==> config.mk <==
export PLATFORM = sky130hd
export DESIGN_NAME = seq_alu
export DESIGN_NICKNAME = d
export VERILOG_FILES = /design/src/rtl/seq_alu.sv
export SDC_FILE = /design/constraint.sdc
export NUM_CORES = 1
export LEC_CHECK = 0
export BUFFER_PORTS_ARGS = -buffer_cell sky130_fd_sc_hd__buf_4
export CORE_MARGIN = 5
export CORE_UTILIZATION = 55
export CTS_BUF_LIST = sky130_fd_sc_hd__clkbuf_4 sky130_fd_sc_hd__clkbuf_8
export CTS_CLUSTER_DIAMETER = 120
export DETAILED_ROUTE_END_ITERATION = 7
export HOLD_SLACK_MARGIN = 0.15
export MAX_ROUTING_LAYER = met4
export PLACE_DENSITY = 0.82
export SLEW_MARGIN = 20
export SYNTH_ARGS = -nofsm -noshare
export SYNTH_HDL_FRONTEND = slang
export SYNTH_SLANG_ARGS = --single-unit
==> constraint.sdc <==
create_clock -name clk -period 5.2 [get_ports clk]
set_input_delay 1.04 -clock clk [delete_from_list [all_inputs] [get_ports clk]]
set_output_delay 1.04 -clock clk [all_outputs]
set_load 0.005 [all_outputs]
==> src/rtl/seq_alu.sv <==
// Multi-cycle ALU with a persistent ZCFNL flag register, bit-serial shifts and
// a shift-add multiplier, driven through a start/busy/done handshake.
module seq_alu #(
    parameter int WIDTH = 16
) (
    input  logic             clk,
    input  logic             reset,
    input  logic             start,
    input  logic [3:0]       op,
    input  logic [WIDTH-1:0] a,
    input  logic [WIDTH-1:0] b,
    output logic             busy,
    output logic             done,
    output logic [WIDTH-1:0] result,
    output logic [4:0]       flags
);

    localparam int SHIFT_W = $clog2(WIDTH);
    localparam int CNT_W   = SHIFT_W + 1;
    localparam int MSB     = WIDTH - 1;

    localparam logic [3:0] OP_AND  = 4'd0;
    localparam logic [3:0] OP_OR   = 4'd1;
    localparam logic [3:0] OP_XOR  = 4'd2;
    localparam logic [3:0] OP_NOT  = 4'd3;
    localparam logic [3:0] OP_ADD  = 4'd4;
    localparam logic [3:0] OP_ADDU = 4'd5;
    localparam logic [3:0] OP_ADDC = 4'd6;
    localparam logic [3:0] OP_SUB  = 4'd7;
    localparam logic [3:0] OP_CMP  = 4'd8;
    localparam logic [3:0] OP_CMPU = 4'd9;
    localparam logic [3:0] OP_MOV  = 4'd10;
    localparam logic [3:0] OP_LSH  = 4'd11;
    localparam logic [3:0] OP_RSH  = 4'd12;
    localparam logic [3:0] OP_ARSH = 4'd13;
    localparam logic [3:0] OP_MUL  = 4'd14;

    localparam logic [1:0] S_IDLE  = 2'd0;
    localparam logic [1:0] S_SHIFT = 2'd1;
    localparam logic [1:0] S_MUL   = 2'd2;

    // Flag bit positions within {Z,C,F,N,L}.
    localparam int FZ = 4;
    localparam int FC = 3;
    localparam int FF = 2;
    localparam int FN = 1;
    localparam int FL = 0;

    logic [1:0]         state;
    logic [3:0]         op_q;
    logic [CNT_W-1:0]   cnt;
    logic [WIDTH-1:0]   acc;
    logic [WIDTH-1:0]   mcand;
    logic [2*WIDTH-1:0] prod;

    logic               accept;
    logic               is_shift;
    logic [SHIFT_W-1:0] n;

    assign accept   = (state == S_IDLE) && start;
    assign is_shift = (op == OP_LSH) || (op == OP_RSH) || (op == OP_ARSH);
    assign n        = b[SHIFT_W-1:0];

    // Single-cycle results; shifts by zero also finish here and pass a through.
    logic [WIDTH:0]   sum_add;
    logic [WIDTH:0]   sum_addc;
    logic [WIDTH:0]   diff;
    logic [WIDTH-1:0] c_res;
    logic [4:0]       c_flags;

    always_comb begin
        sum_add  = {1'b0, a} + {1'b0, b};
        sum_addc = sum_add + {{WIDTH{1'b0}}, flags[FC]};
        diff     = {1'b0, a} - {1'b0, b};
        c_res    = '0;
        c_flags  = '0;
        case (op)
            OP_AND:  c_res = a & b;
            OP_OR:   c_res = a | b;
            OP_XOR:  c_res = a ^ b;
            OP_NOT:  c_res = ~a;
            OP_MOV:  c_res = b;
            OP_ADD: begin
                c_res       = sum_add[MSB:0];
                c_flags[FC] = sum_add[WIDTH];
                c_flags[FF] = (a[MSB] == b[MSB]) && (c_res[MSB] != a[MSB]);
            end
            OP_ADDU: begin
                c_res       = sum_add[MSB:0];
                c_flags[FC] = sum_add[WIDTH];
                c_flags[FF] = sum_add[WIDTH];
            end
            OP_ADDC: begin
                c_res       = sum_addc[MSB:0];
                c_flags[FC] = sum_addc[WIDTH];
                c_flags[FF] = (a[MSB] == b[MSB]) && (c_res[MSB] != a[MSB]);
            end
            OP_SUB: begin
                c_res       = diff[MSB:0];
                c_flags[FC] = diff[WIDTH];
                c_flags[FF] = (a[MSB] != b[MSB]) && (c_res[MSB] != a[MSB]);
            end
            OP_CMP: begin
                c_flags[FZ] = (a == b);
                c_flags[FN] = ($signed(a) < $signed(b));
                c_flags[FL] = (a < b);
            end
            OP_CMPU: begin
                c_flags[FZ] = (a == b);
                c_flags[FL] = (a < b);
            end
            OP_LSH, OP_RSH, OP_ARSH: c_res = a;
            OP_MUL:  c_res = '0;
            default: c_flags = flags;  // reserved op leaves every flag untouched
        endcase
        if (op != OP_CMP && op != OP_CMPU && op != 4'd15)
            c_flags[FZ] = (c_res == '0);
    end

    // One shift step of the working register.
    logic [WIDTH-1:0] shift_next;
    logic             shift_out;

    always_comb begin
        case (op_q)
            OP_LSH: begin
                shift_next = {acc[MSB-1:0], 1'b0};
                shift_out  = acc[MSB];
            end
            OP_RSH: begin
                shift_next = {1'b0, acc[MSB:1]};
                shift_out  = acc[0];
            end
            default: begin
                shift_next = {acc[MSB], acc[MSB:1]};
                shift_out  = acc[0];
            end
        endcase
    end

    // Shift-add step: prod holds {partial sum, remaining multiplier bits}.
    logic [WIDTH:0]     mul_sum;
    logic [2*WIDTH-1:0] mul_next;

    assign mul_sum  = {1'b0, prod[2*WIDTH-1:WIDTH]} + (prod[0] ? {1'b0, mcand} : '0);
    assign mul_next = {mul_sum, prod[WIDTH-1:1]};

    always_ff @(posedge clk) begin
        if (reset) begin
            state  <= S_IDLE;
            busy   <= 1'b0;
            done   <= 1'b0;
            result <= '0;
            flags  <= '0;
            cnt    <= '0;
        end else begin
            done <= 1'b0;
            case (state)
                S_IDLE: begin
                    if (start) begin
                        if (is_shift && n != '0) begin
                            state <= S_SHIFT;
                            busy  <= 1'b1;
                            cnt   <= {1'b0, n};
                        end else if (op == OP_MUL) begin
                            state <= S_MUL;
                            busy  <= 1'b1;
                            cnt   <= CNT_W'(WIDTH);
                        end else begin
                            result <= c_res;
                            flags  <= c_flags;
                            done   <= 1'b1;
                        end
                    end
                end
                S_SHIFT: begin
                    cnt <= cnt - CNT_W'(1);
                    if (cnt == CNT_W'(1)) begin
                        state  <= S_IDLE;
                        busy   <= 1'b0;
                        done   <= 1'b1;
                        result <= shift_next;
                        flags  <= {shift_next == '0, shift_out, 3'b000};
                    end
                end
                S_MUL: begin
                    cnt <= cnt - CNT_W'(1);
                    if (cnt == CNT_W'(1)) begin
                        state  <= S_IDLE;
                        busy   <= 1'b0;
                        done   <= 1'b1;
                        result <= mul_next[MSB:0];
                        flags  <= {mul_next[MSB:0] == '0, |mul_next[2*WIDTH-1:WIDTH], 3'b000};
                    end
                end
                default: begin
                    state <= S_IDLE;
                    busy  <= 1'b0;
                end
            endcase
        end
    end

    // NOTE: working registers carry no reset; every op loads them on accept
    // before they are read, so a reset here would only cost routing.
    always_ff @(posedge clk) begin
        if (accept) begin
            op_q  <= op;
            acc   <= a;
            mcand <= a;
            prod  <= {{WIDTH{1'b0}}, b};
        end else if (state == S_SHIFT) begin
            acc <= shift_next;
        end else if (state == S_MUL) begin
            prod <= mul_next;
        end
    end

endmodule
; Word level (Yosys, flattened, before mapping)
; Cells that the tools add are included.
[totals]
latch_bits = 0
rom_bits = 0
mem_bits_rw = 0
inputBits = 39
regBits = 98
word_cells = 147
n_memories = 0
[classes]
bitwise = 5
addsub = 5
order_cmp = 2
multipliers = 0
reduce_logical = 36
muxes = 45
shift = 0
div = 0
n_eq_ne = 40
[ops]
columns = cell, n
row1 = $mux W16, 11
row2 = $pmux W16 S9, 1
row3 = $logic_not A16 Y1, 3
row4 = $pmux W16 S3, 1
row5 = $mux W5, 8
row6 = $eq A4 B4 Y1 const B, 9
row7 = $add A16 B16 Y17, 2
row8 = $lt A16 B16 Y1, 2
row9 = $pmux W16 S2, 1
row10 = $reduce_and A7 Y1, 4
row11 = $add A17 B1 Y17, 1
row12 = $sub A16 B16 Y17, 1
row13 = $and A16 B16 Y16, 1
row14 = $eq A16 B16 Y1, 1
row15 = $eq A4 B3 Y1 const B, 4
row16 = $not A16 Y16, 1
row17 = $or A16 B16 Y16, 1
row18 = $reduce_or A16 Y1, 1
row19 = $xor A16 B16 Y16, 1
row20 = $pmux W5 S3, 1
row21 = $reduce_or A13 Y1, 1
row22 = $ne A2 B2 Y1 const B, 6
row23 = $ne A4 B4 Y1 const B, 3
row24 = $reduce_or A12 Y1, 1
row25 = other kinds (34), 67

; Depth between registers and ports, before layout
; Gate-level depths: netlist (run 1).
[depth]
depth_word = 9
ltp_mapped = 14
depth_no_buf = 14

; Worst setup path before layout (run 1)
; No wires, ideal clock.
[synth_path]
kind = input-to-reg
from = in a[0]
to = reg flags[4]
path_slack_ns = 1.092
cell_stages = 12
arrival_ns = 4.051
t_required_ns = 5.143
setup_time_ns = 0.057
path_cell_list = ha_1 -> fa_1 -> a211oi_1 -> o2111ai_1 -> and4b_1 -> and3_1 -> nand4_1 -> or3_1 -> a31o_1 -> a2111oi_0 -> and4b_1 -> a21o_1
[synth_via]
elab_chain_cells = 9
word_cells_on_any_way = 16
[synth_lines]
columns = item, line_no
row1 = "start, declared", 10  ; input logic [WIDTH-1:0] a,
row2 = $add A16 B16 Y17, 72  ; sum_add = {1'b0, a} + {1'b0, b};
row3 = $add A17 B1 Y17, 73  ; sum_addc = sum_add + {{WIDTH{1'b0}}, flags[FC]};
row4 = $pmux W16 S9, 77  ; case (op)
row5 = $logic_not A16 Y1, 117  ; c_flags[FZ] = (c_res == '0);
row6 = $mux W1 *, 116  ; if (op != OP_CMP && op != OP_CMPU && op != 4'd15)
row7 = $mux W5 *, 165  ; end else if (op == OP_MUL) begin
row8 = $mux W5 *, 161  ; if (is_shift && n != '0) begin
row9 = $mux W5 *, 160  ; if (start) begin
row10 = $pmux W5 S3 *, 158  ; case (state)
row11 = "end signal, assigned", 171  ; flags <= c_flags;
row12 = "end signal, assigned", 183  ; flags <= {shift_next == '0, shift_out, 3'b000};
row13 = "end signal, assigned", 193  ; flags <= {mul_next[MSB:0] == '0, |mul_next[2*WIDTH-1:WIDTH], 3'b000};
row14 = "end, declared", 15  ; output logic [4:0] flags
; Every way passes the cells marked *; elsewhere a longest branch is shown, timed or not. The select of a mux whose other input is x is not followed.
; A chain may end at the register's enable or synchronous reset.

; Worst setup path after layout (run 1)
[layout_path]
from = in b[0]
to = reg flags[4]
[layout_via]
elab_chain_cells = 9
word_cells_on_any_way = 19
[layout_lines]
columns = item, line_no
row1 = "start, declared", 11  ; input logic [WIDTH-1:0] b,
row2 = $add A16 B16 Y17, 72
row3 = $add A17 B1 Y17, 73
row4 = $pmux W16 S9, 77
row5 = $logic_not A16 Y1, 117
row6 = $mux W1, 116
row7 = $mux W5, 165
row8 = $mux W5, 161
row9 = $mux W5, 160
row10 = $pmux W5 S3, 158
; Several ways; a longest one is shown, not always the timed one. The select of a mux whose other input is x is not followed.

==> results of run 1 <==
layout make-up:
type / instances / area, um^2 / share of cell area [%]
Clock buffer: 11 / 151 / 1.59
Inverter: 64 / 240 / 2.52
Sequential cell: 98 / 2480 / 26.1
Clock inverter: 5 / 58.8 / 0.618
Tap cell: 216 / 270 / 2.84
Timing Repair Buffer: 77 / 578 / 6.08
Multi-Input combinational cell: 838 / 5730 / 60.3
registers in the layout, indices dropped and copies added (netlist names):
| name | flops |
|---|---|
| acc | 16 |
| busy | 1 |
| result | 16 |
| done | 1 |
| prod | 32 |
| mcand | 16 |
| cnt | 5 |
| op_q | 4 |
| flags | 5 |
| state | 2 |
worst max path at each step:
stage	from	endpoint	depth (start not counted)
3_5_place_dp	b[2]	flags[4]	13
4_1_cts	prod[0]	flags[3]	15
5_1_grt	prod[0]	flags[3]	15
6_report	b[0]	flags[4]	13
3_3_place_gp	b[0]	flags[4]	13
2_1_floorplan	a[0]	flags[4]	12
layout by cell type, fill, tap and decap left out, types with 11 or more instances in the layout:
| cell | count |
|---|---|
| inv_1 | 61 |
| a31oi_1 | 13 |
| nand3_1 | 15 |
| xor2_1 | 11 |
| edfxtp_1 | 52 |
| o21ai_0 | 63 |
| a211oi_1 | 16 |
| dfxtp_1 | 46 |
| and2_1 | 24 |
| o21bai_1 | 11 |
| nand4_1 | 12 |
| nor2_1 | 96 |
| nor2b_1 | 11 |
| a221oi_1 | 16 |
| buf_4 | 77 |
| nand2_1 | 93 |
| nor4_1 | 13 |
| a21oi_1 | 90 |
| mux2i_1 | 31 |
| clkbuf_8 | 11 |
| ha_1 | 73 |
| xnor2_1 | 36 |
| o211ai_1 | 29 |
| nor3_1 | 16 |
logic make-up (layout without fill, tap and decap cells):
| family | Yosys count | count (layout) | synth area share (%) |
|---|---|---|---|
| AND/OR/NAND/NOR | 343 | 343 | 19.6 |
| AO/OA/AOI/OAI | 337 | 337 | 25.7 |
| buffers and inverters | 127 | 157 | 5.72 |
| flip-flops | 98 | 98 | 28.5 |
| adder cells (fa/ha/maj) | 76 | 76 | 11.2 |
| XOR/XNOR | 47 | 47 | 4.73 |
| multiplexers | 35 | 35 | 4.47 |
worst register-to-register path: stages (launching register included):
cell,delay [ns]
edfxtp_1,0.61
and2_1,0.24
ha_1,0.21
inv_1,0.08
fa_1,0.19
nor2b_1,0.06
o21a_1,0.17
a311o_1,0.43
a311oi_1,0.33
xnor2_1,0.14
or4_1,0.54
nor4b_1,0.45
nand4_1,0.14
a2111oi_0,0.44
buf_4,0.21
nor4_1,0.04
power by group through the flow:
stage	sequential, mW	clock [mW]	combinational (mW)
finish	1.17	0.536	1.44
global route	1.19	0.572	1.57
CTS	1.17	0.538	1.42
detailed placement	1.18	0	1.41
global placement	1.18	0	1.39
floorplan	1.14	0	0.990
stage by stage:
step	hold WS [ns]	util (%)	cells
finish	0.461	60.6	1309
global placement	0.445	59.2	1293
global route	0.480	60.6	1309
CTS	0.461	60.6	1309
floorplan	0.448	-	1063
detailed placement	0.447	59.2	1293
synth_stat cells, drive strengths merged, types with 6 or more instances:
cell    instances  area (um^2)
nor2           96          360
nand2          94          353
a21oi          90          450
ha             73          913
o21ai          66          330
inv            63          236
edfxtp         52         1560
dfxtp          46          921
clkbuf         42          158
xnor2          36          315
mux2i          31          310
o211ai         29          218
and2           24          150
buf            21          100
a211oi         16          120
a221oi         16          140
nor3           16         80.1
nand3          15         75.1
a31oi          13         81.3
nor4           13         81.3
nand4          12         75.1
nor2b          11         68.8
o21bai         11         82.6
xor2           11         96.3
or3            10         62.6
a21o            9         67.6
a211o           8         70.1
o22ai           8         50.1
a22oi           7         57.6
nand2b          7         43.8
nand3b          7         52.6
nor4b           7         67.6
o21a            7         52.6
o221ai          7         61.3
or4             7         52.6
o31ai           6         45.0
metal layers:
| metal | wire [um] | track usage [%] | part of all wire [%] | up-vias |
|---|---|---|---|---|
| met4 | 1430 | 13.5 | 5.1 | 0 |
| li1 | - | - | - | 3971 |
| met5 | 0 | - | 0 | - |
| met2 | 12700 | 48.8 | 45 | 411 |
| met1 | 11600 | 39.8 | 42 | 3912 |
| met3 | 2190 | 4.20 | 7.9 | 103 |
==> metrics.txt, run 1 <==
TritonRoute pass-1 iters 6; CTS tree yes; Reg2Reg Launch Point prod[0]; CP Launch Type input pin; TNS Setup 0 ns; FMAX 226 MHz; Die Ht 136 um; main flop type after synthesis edfxtp_1; LEAKAGE 3.89 nW; Worst setup EP type register; crit path cell chain buf_4, ha_1, fa_1, a211oi_1, o2111ai_1, and4b_1, and3_1, nand4_1, or3_1, a31o_1, a2111oi_0, and4b_1, a21o_1; CTS root buf clkbuf_8; status complete, no violations; Clock Pin Slew Worst Setup and Hold Paths 0.10 ns; share of cells above drive strength 1 10.2%; Worst-Margin Slew 0.937 ns; worst reg2reg path depth 15; placeable core area 0.0157 mm^2; GRT Util Overall 30.9%; sequential share of power 37.2%; Avg WL per Cell 21.3 um; Synth cell types 79; sequential share of the synthesized area 28.5%; CTS max path bufs 2; WP data arrival 4.77 ns; WL final 27900 um; Critical Path RT 5.54 ns; via density per instance 6.41; R2R setup slack 0.82 ns; CTS buffer count 9; Final #Nets 1203; RSZ-0062 raised after global routing false; FF+latch count, synth 98; gp weighted congestion 1.04; Initial Util 55.4%; # clock sinks 98; DRT iter0 DRCs 923; Final Hold Fails 0; Routed Antenna Nets 0; worst hold start result[3]; Place WS 0.530 ns; drc violations 0; Layout area overhead 9.30%; average cell area after synthesis 8.19 um^2; clock power share 17.0%; first-pass GRT wire length 43100 um; Post-synth EDFFs 52; Layout fillers 1452; Worst-Skew Late Latency 0.39 ns; final design area excluding fillers 0.00951 mm^2; setup slack after layout 0.771 ns; most used cell, CP and4b_1; vias in the first global route 7892; final worst path period share 85.2%; YS warnings 0; Power, Total 3.15 mW; Power Internal 1.84 mW; # IOs 62; Hold Path Sink result[3]; ANT cells 0; DIE AREA 0.0184 mm^2; Max H-tree Level 3; fin. max-slew vios 0; RR Endpoint flags[3]; crit path max-delay cell type a211oi_1; minimum clock period 4.43 ns; Pwr Density 331 mW/mm^2; hold buffer count at CTS 0; critical path's largest stage delay 0.54 ns; worst min-delay path class register to register; max_slew headroom 37.4%; Die W 136 um; hpwl dp 21500 um; Switch Pwr 1.31 mW; Worst Path Buf+Inv 1; Syn Std Cell Area 0.00870 mm^2; crit-path max FO 7; post_cts resized 0; # Max-Cap Violations 0; total grt overflow 0; largest net degree at the start of global routing 49; Setup-failing EPs final 0; initial antenna violation count 0; VDD IR-drop max 209 uV; # rows 46; crit-path leading delay family simple AND/OR/NAND/NOR gates; Post-Place Cell Area 0.00930 mm^2; hold depth 2; asr flop ratio synth 0%; post-CTS setup buffer count 0; Max Clock Skew 0.0150 ns; Cells after Synth 1063; via count 8397; combinational fraction of design power 45.8%; critical path type input pin to register; switching share of power 41.6%; port bufs 61; Post-Syn Nets 1178
No activity file was read; power rests on OpenSTA's default activity.
==> inputs of run 2 (changes only) <==
--- a/config.mk
+++ b/config.mk
@@ -13,7 +13,7 @@
 export DETAILED_ROUTE_END_ITERATION = 7
 export HOLD_SLACK_MARGIN = 0.15
 export MAX_ROUTING_LAYER = met4
-export PLACE_DENSITY = 0.82
+export PLACE_DENSITY_LB_ADDON = 0.15
 export SLEW_MARGIN = 20
 export SYNTH_ARGS = -nofsm -noshare
 export SYNTH_HDL_FRONTEND = slang
==> constraint.sdc (replaced) <==
create_clock -name clk -period 5.7 [get_ports clk]
set_input_delay 1.14 -clock clk [delete_from_list [all_inputs] [get_ports clk]]
set_output_delay 1.14 -clock clk [all_outputs]
set_load 0.005 [all_outputs]
==> run 2 against run 1 <==
Clock power decreased by 24%. Critical endpoint unchanged. Cell area fell by 0.78%. Critical path depth unchanged. First-iteration DRC count shrank 0.87%. Die area unchanged. Final cell count down 0.38%. Worst setup slack gained 0.45 ns. Core utilization decreased by 0.47 points. Largest cell class unchanged. Count of clock-buffer cells in the layout decreased by 2.
==> metrics.txt, run 2 (synthesized netlist as in run 1, its figures left out) <==
crit-path max FO 12 (+5); most common cell after layout, fill and taps aside nor2_1; DIE AREA 0.0184 mm^2 (unchanged); worst hold start result[1]; most frequent cells in the layout 96 x nor2_1, 93 x nand2_1, 90 x a21oi_1, 72 x ha_1, 72 x buf_4; Die W 136 um (unchanged); WL final 27500 um (-1.2%); worst min-delay path class register to register; port bufs 61 (unchanged); Pwr Density 294 mW/mm^2 (-11%); critical path type input pin to register; share of cells above drive strength 1 10.0% (-0.23 points); Setup-failing EPs final 0 (unchanged); hpwl dp 21300 um (-0.54%); gp weighted congestion 0.977 (-6.3%); Hold WS 0.460 ns (-0.00164 ns); status complete, no violations; CTS root buf clkbuf_8; post-CTS setup buffer count 0 (unchanged); Critical Path RT 6.03 ns (+0.49 ns); Reg2Reg Launch Point prod[0]; LEAKAGE 3.84 nW (-1.2%); Die Ht 136 um (unchanged); CTS max path bufs 2 (unchanged); drc violations 0 (unchanged); hold depth 2 (unchanged); largest net degree at the start of global routing 68 (+39%); first-pass GRT wire length 42300 um (-1.7%); post_cts resized 0 (unchanged); crit path cell chain buf_4, inv_1, ha_1, inv_1, o22ai_1, mux2_2, a21oi_1, nand4_1, or3_1, a31o_1, a2111oi_0, and4b_1, a21o_1; WP data arrival 4.81 ns (+0.04 ns); Hold Path Sink result[1]; vias in the first global route 7473 (-5.3%); Final Hold Fails 0 (unchanged); CTS tree yes; via density per instance 6.32 (-1.5%); FF+latch area 0.00248 mm^2 (unchanged); Final #Nets 1198 (-0.42%); R2R setup slack 1.23 ns (+0.41 ns); FMAX 223 MHz; dpl cells 1288 (-0.39%); RR Endpoint flags[3]; worst reg2reg path depth 15 (unchanged); initial antenna violation count 0 (unchanged); DRT iter0 DRCs 915 (-0.87%); minimum clock period 4.48 ns; VDD IR-drop max 129 uV (-39%); multi-input logic area 0.00574 mm^2 (+0.11%); Layout area overhead 8.45%; hold buffer count at CTS 0 (unchanged); most used cell, CP inv_1; total grt overflow 0 (unchanged); critical path's largest stage delay 0.48 ns (-0.06 ns); Avg WL per Cell 21.1 um (-0.82%); Finished Layout Cells 1304 (-0.38%); # clock sinks 98 (unchanged); Max H-tree Level 3 (unchanged); crit path max-delay cell type ha_1; ANT cells 0 (unchanged); GRT Util Overall 30.5% (-0.34 points); RSZ-0062 raised after global routing false; placeable core area 0.0157 mm^2 (unchanged); Worst setup EP type register; Routed Antenna Nets 0 (unchanged); # rows 46 (unchanged); via count 8239 (-1.9%); # Max-Cap Violations 0 (unchanged); # IOs 62 (unchanged); CP Launch Type input pin; CTS buffer count 9 (unchanged); Clock Pin Slew Worst Setup and Hold Paths 0.10 ns (about the same); Initial Util 55.4% (unchanged); final worst path period share 78.6%; Worst-Skew Late Latency 0.38 ns (about the same); Layout fillers 1495 (+3.0%); Max Clock Skew 0.0108 ns (-0.00414 ns); Top reg by flops prod; Worst-Margin Slew 0.998 ns (+0.0614 ns); Power, Total 2.77 mW (-12%); Finished Core Util 60.1% (-0.47 points); max_slew headroom 32.5% (-4.9 points); fin. max-slew vios 0 (unchanged); TNS Setup 0 ns (unchanged); TritonRoute pass-1 iters 6 (unchanged); number of flip-flops under the largest register name 32 (unchanged)
-- run 2: cell types whose count changed in the layout (fill, tap and decap cells not counted), sizes merged --
| cell | change |
|---|---|
| inv | -1 |
| clkbuf | -2 |
| buf | -5 |
| bufinv | -1 |
| clkinvlp | +1 |
| clkinv | +3 |
-- run 2: metrics by stage --
stage | instance area, um^2 | setup slack [ns]
final | 9440 | 1.22
after global routing | 9440 | 0.941
after CTS | 9440 | 1.24
after detailed placement | 9270 | 0.894
after global placement | 9270 | 1.01
after floorplan | 8700 | 1.49
-- run 2: worst max-delay path by stage --
stage,startpoint,endpoint,cells past startpoint
final,a[4],flags[4],13
after global routing,a[4],flags[4],13
after CTS,prod[0],flags[3],15
after detailed placement,a[4],flags[4],13
after global placement,a[0],flags[4],12
after floorplan,a[0],flags[4],12
-- run 2: power breakdown --
| part | internal (mW) | leakage [nW] | switching (mW) |
|---|---|---|---|
| clock | 0.158 | 0.0896 | 0.249 |
| combinational | 0.499 | 2.87 | 0.804 |
| sequential | 0.942 | 0.881 | 0.121 |
-- run 2: area by class of cell --
cell class / count / area share, %
repair buffers: 72 / 5.73
clock inverters: 7 / 0.464
multi-input cells: 838 / 60.8
inverters: 64 / 2.54
clock buffers: 9 / 1.31
flip-flops and latches: 98 / 26.3
well taps: 216 / 2.86
-- run 2: per-layer routing --
| metal | wire, um | track usage [%] | vias up | part of all wire [%] |
|---|---|---|---|---|
| li1 | - | - | 3965 | - |
| met1 | 11900 | 41.4 | 3885 | 43 |
| met2 | 12900 | 48.5 | 337 | 47 |
| met3 | 1880 | 2.75 | 52 | 6.8 |
| met4 | 837 | 10.1 | 0 | 3.0 |
| met5 | 0 | - | - | 0 |
-- run 2: critical path, delay by kind of cell --
kind | cells | cell delay, ns
buffers and inverters | 3 | 0.31
adders and majority gates | 1 | 0.48
and+or+nand+nor | 3 | 0.98
AOI/OAI and AO/OA | 5 | 1.51
muxes | 1 | 0.39
